**config.mk**
```make
export PLATFORM = sky130hd
export DESIGN_NAME = pio_write_arbiter
export DESIGN_NICKNAME = d
export VERILOG_FILES = /design/src/rtl/pio_write_arbiter.sv
export SDC_FILE = /design/constraint.sdc
export NUM_CORES = 1
export LEC_CHECK = 0
export BUFFER_PORTS_ARGS = -buffer_cell sky130_fd_sc_hd__clkbuf_2
export CAP_MARGIN = 10
export CORE_ASPECT_RATIO = 1.2
export CORE_MARGIN = 2
export CORE_UTILIZATION = 50
export DETAILED_ROUTE_END_ITERATION = 10
export PLACE_DENSITY = 0.87
export SYNTH_ARGS = -nofsm -noshare
export SYNTH_HDL_FRONTEND = slang
export SYNTH_SLANG_ARGS = --single-unit
```
**constraint.sdc**
```tcl
create_clock -name clk -period 5.3 [get_ports clk]
set_clock_uncertainty 0.15 [all_clocks]
set_input_delay 0.795 -clock clk [delete_from_list [all_inputs] [get_ports clk]]
set_output_delay 0.795 -clock clk [all_outputs]
set_load 0.005 [all_outputs]
```
**src/rtl/pio_write_arbiter.sv**
```systemverilog
// Round-robin arbiter that shares the PIO output register between the CPU store path
// and the LED/counter engine, merging field-masked writes into a shadow PIO word.
module pio_write_arbiter #(
    parameter int          GAP_CYCLES = 0,
    parameter logic [31:0] RST_WORD   = 32'h000000A8
) (
    input  logic        clk,
    input  logic        rst,
    input  logic        req0,
    input  logic [2:0]  mask0,
    input  logic [31:0] data0,
    output logic        ack0,
    input  logic        req1,
    input  logic [2:0]  mask1,
    input  logic [31:0] data1,
    output logic        ack1,
    output logic        pio_en,
    output logic [31:0] pio_data,
    output logic [31:0] shadow,
    output logic        busy
);

    typedef enum logic [1:0] {IDLE, ISSUE, ACK, GAP} state_t;

    localparam logic [3:0] GAP_LAST = 4'(GAP_CYCLES - 1);

    state_t      state;
    logic        ptr;
    logic        win;
    logic [3:0]  gap_cnt;
    logic        pick1;
    logic [31:0] sel_data;
    logic [31:0] field_mask;
    logic [31:0] merged;

    // Field select: [2]=GPIOf0 bits[31:10], [1]=LED bits[9:2], [0]=counter_set bits[1:0].
    function automatic logic [31:0] expand(input logic [2:0] m);
        return {{22{m[2]}}, {8{m[1]}}, {2{m[0]}}};
    endfunction

    always_comb begin
        pick1      = req1 && (!req0 || ptr);
        sel_data   = pick1 ? data1 : data0;
        field_mask = expand(pick1 ? mask1 : mask0);
        merged     = (shadow & ~field_mask) | (sel_data & field_mask);
    end

    // pio_data doubles as the latched merged word; shadow commits it at the end of ISSUE.
    always_ff @(posedge clk or negedge rst) begin
        if (!rst) begin
            state    <= IDLE;
            ptr      <= 1'b0;
            win      <= 1'b0;
            gap_cnt  <= '0;
            ack0     <= 1'b0;
            ack1     <= 1'b0;
            pio_en   <= 1'b0;
            pio_data <= RST_WORD;
            shadow   <= RST_WORD;
            busy     <= 1'b0;
        end else begin
            case (state)
                IDLE: begin
                    if (req0 || req1) begin
                        win      <= pick1;
                        pio_data <= merged;
                        pio_en   <= 1'b1;
                        busy     <= 1'b1;
                        state    <= ISSUE;
                    end
                end
                ISSUE: begin
                    pio_en <= 1'b0;
                    shadow <= pio_data;
                    ack0   <= !win;
                    ack1   <= win;
                    state  <= ACK;
                end
                ACK: begin
                    ack0 <= 1'b0;
                    ack1 <= 1'b0;
                    ptr  <= !win;
                    if (GAP_CYCLES > 0) begin
                        gap_cnt <= '0;
                        state   <= GAP;
                    end else begin
                        busy  <= 1'b0;
                        state <= IDLE;
                    end
                end
                GAP: begin
                    if (gap_cnt == GAP_LAST) begin
                        busy  <= 1'b0;
                        state <= IDLE;
                    end else begin
                        gap_cnt <= gap_cnt + 4'd1;
                    end
                end
                default: state <= IDLE;
            endcase
        end
    end

endmodule
```
==> results by group <==
Hold path
  • Hold path endpoint: gap_cnt[3]$_DFFE_PN0P_
  • Hold Path Class: flop to flop
  • Hold_sp: gap_cnt[3]$_DFFE_PN0P_
  • Hold Path Depth: 1

STA
  • Sum Neg Setup Slack: 0 ns
  • Final min period: 2.277 ns
  • Slew HR: 28.06%
  • Setup violations, final: 0
  • Max Clk Rate: 439.2 MHz
  • Final hold vios: 0
  • Slew Limit Fails: 0
  • Final WS setup: 3.023 ns
  • Hold Slack: 0.3265 ns
  • RSZ-0062 raised after global routing: false
  • Final period util: 42.96%
  • Worst slew pin tran: 1.079 ns

Floorplan
  • Die width: 82.24 um
  • Die Y: 97.88 um
  • I/O pins: 142
  • Initial core utilization: 51.08%
  • Core box area: 7189 sq um
  • Row cnt: 34
  • DIE AREA: 8049 sq um

Place
  • GP Congestion: 0.8066
  • Post-detail-place hpwl: 6075 um
  • Pre-CTS WS: 2.676 ns
  • Port buffer count: 141

Layout
  • Layout cell share with drive strength beyond 1: 41.20%
  • Ant. Diodes: 0
  • Area grow syn2layout: 26.10%
  • Nets: 558
  • Finished Core Util: 64.41%

Route
  • Detailed Route Iter0 Violations: 131
  • Vias per Instance: 5.401
  • 1st-pass router iterations: 4
  • Antenna Violating Nets Remaining: 0
  • Vias after detailed routing: 3095
  • Final WL: 8766 um
  • Routed len/inst: 15.30 um
  • DRC violation count after routing: 0

Power
  • Static leakage: 0.002340 uW
  • Comb pwr share: 40.1%
  • VDD IR max: 0.3099 mV
  • Sequential share of power: 40.0%
  • Switch Pwr: 933.1 uW
  • Switching part of the total: 37.42%
  • Final Total Pwr: 2494 uW
  • Int Power: 1561 uW
  • Clock power share: 19.9%
  • Power per cell area: 538.5 nW/um^2

Setup path
  • Cell family with most CP delay: simple AND/OR/NAND/NOR gates
  • Startpoint types: primary input
  • WP buf/inv: 1
  • CP Cell Sequence: clkbuf_2 -> nand2b_4 -> nand2_2 -> mux2i_1 -> o221ai_1
  • CP max-delay cell: nand2_2
  • Max stage delay on crit path: 0.75 ns
  • Worst Reg-to-Reg Cells: 4
  • Critical path data arrival time: 2.32 ns
  • WP data required: 5.34 ns
  • Flop-to-flop setup slack: 3.06 ns
  • Critical path class: primary input to flop
  • Critical path capture point type: flop
  • R2R Path End: busy$_DFFE_PN0P_
  • Critical Path Fanout Max: 32
  • Worst R2R Start: state[1]$_DFFE_PN0P_

Synth
  • Syn Inst Count: 343
  • Asr flop ratio synth: 100.0%
  • Ys flop type: dfrtp_1
  • Seq/Total Area, Yosys: 51.99%
  • Post-synth EDFFs: 0
  • Synthesized area: 3672 sq um
  • Distinct cells, synth: 35
  • Syn nets: 423
  • Average size of a mapped cell: 10.71 sq um
  • Yosys warning count: 0
  • Yosys reg bits: 76

Clock network
  • Clock Path Buffers: 2
  • CTS resizes: 0
  • Num Clock Sinks: 76
  • TritonCTS buffer count: 9
  • Worst-path clk slew: 0.07 ns
  • Hold_buf cts: 0
  • CTS tree: done
  • Post-CTS setup buffers: 0
  • Clock Latency Late Sink: 0.34 ns
  • Clk root buf: clkbuf_8
  • CTS H-tree lvls: 3

Global route
  • Vias in the first global route: 3022
  • Overall Global Routing Usage: 22.54%
  • Overflow left after global routing: 0
  • Initial antenna violation count: 0
  • First-pass GRT wire length: 14210 um
  • Largest net degree at the start of global routing: 77

Run status
  • Status: finished, final reports clean

Flow run
  • Max-cap violations: 0
## cell type report
cell class,count,area [sq um]
clock buffer,12,155.1
clock inverter,4,72.57
fill,601,2559
inverter,34,127.6
multi-input combinational,214,1530
sequential,76,1909
tap,90,112.6
timing repair buffer,143,723.2
## routing by layer
layer | track usage (%) | part of all wire [%] | wire length [um]
met1 | 29.08 | 42 | 3695
met2 | 36.72 | 50 | 4353
met3 | 5.083 | 6.6 | 577
met4 | 8.077 | 1.6 | 140
met5 | 0 | 0 | 0
## registers in the layout, indices dropped and copies added, names as in the netlist
signal and flops:
pio_en 1, state 2, ack0 1, busy 1, ack1 1, gap_cnt 4, win 1, shadow 32
pio_data 32, ptr 1
## kinds of logic (layout without fill, tap and decap cells)
family,count (synthesis),in the layout,synth area share (%)
compound gates,78,78,18.36
xor+xnor,3,3,0.7156
fa+ha+maj,6,6,2.044
buf+inv,53,193,6.507
flops,76,76,51.99
mux,35,35,9.710
simple gates,92,92,10.66
## power by group through the flow
stage | sequential, uW | combinational, uW | clock, uW
3_3_place_gp | 994 | 966 | 0
6_report | 999 | 999 | 496
5_1_grt | 1030 | 1130 | 529
2_1_floorplan | 994 | 628 | 0
4_1_cts | 996 | 1010 | 506
3_5_place_dp | 1010 | 1010 | 0
## stage by stage
step,instances,cell area (sq um)
3_5_place_dp,557,4403
3_3_place_gp,557,4403
6_report,573,4631
5_1_grt,573,4631
2_1_floorplan,343,3672
4_1_cts,573,4631
## Yosys cell counts, drive strengths merged, types with 4 or more instances
cell type   n  area share [%]
dfrtp      70              48
nand2      69             7.2
o21ai      35             4.8
inv        34             3.5
mux2i      30             8.2
o221ai     30              11
buf        10             2.1
clkbuf      9            0.92
nand3       8             1.1
nor2        8            0.82
dfstp       6             4.3
ha          6             2.0
mux2        5             1.5
a21oi       4            0.55
## placed cells by master (no fill, tap or decap), drive strengths merged, types with 8 or more instances in the layout
cell    count
dfrtp      70
nand3       8
clkbuf    152
o21ai      35
nand2      69
mux2i      30
nor2        8
inv        34
o221ai     30
## worst max-delay path by stage
stage	start	to	slack, ns	cells past startpoint
2_1_floorplan	req1	pio_data[13]$_DFFE_PN0P_	3.41	6
3_5_place_dp	req0	pio_data[10]$_DFFE_PN0P_	2.68	5
6_report	req0	pio_data[10]$_DFFE_PN0P_	3.02	5
4_1_cts	req0	pio_data[10]$_DFFE_PN0P_	3.02	5
5_1_grt	state[1]$_DFFE_PN0P_	busy$_DFFE_PN0P_	2.85	4
3_3_place_gp	req0	pio_data[10]$_DFFE_PN0P_	2.70	5
(Power assumes the default switching activity.)
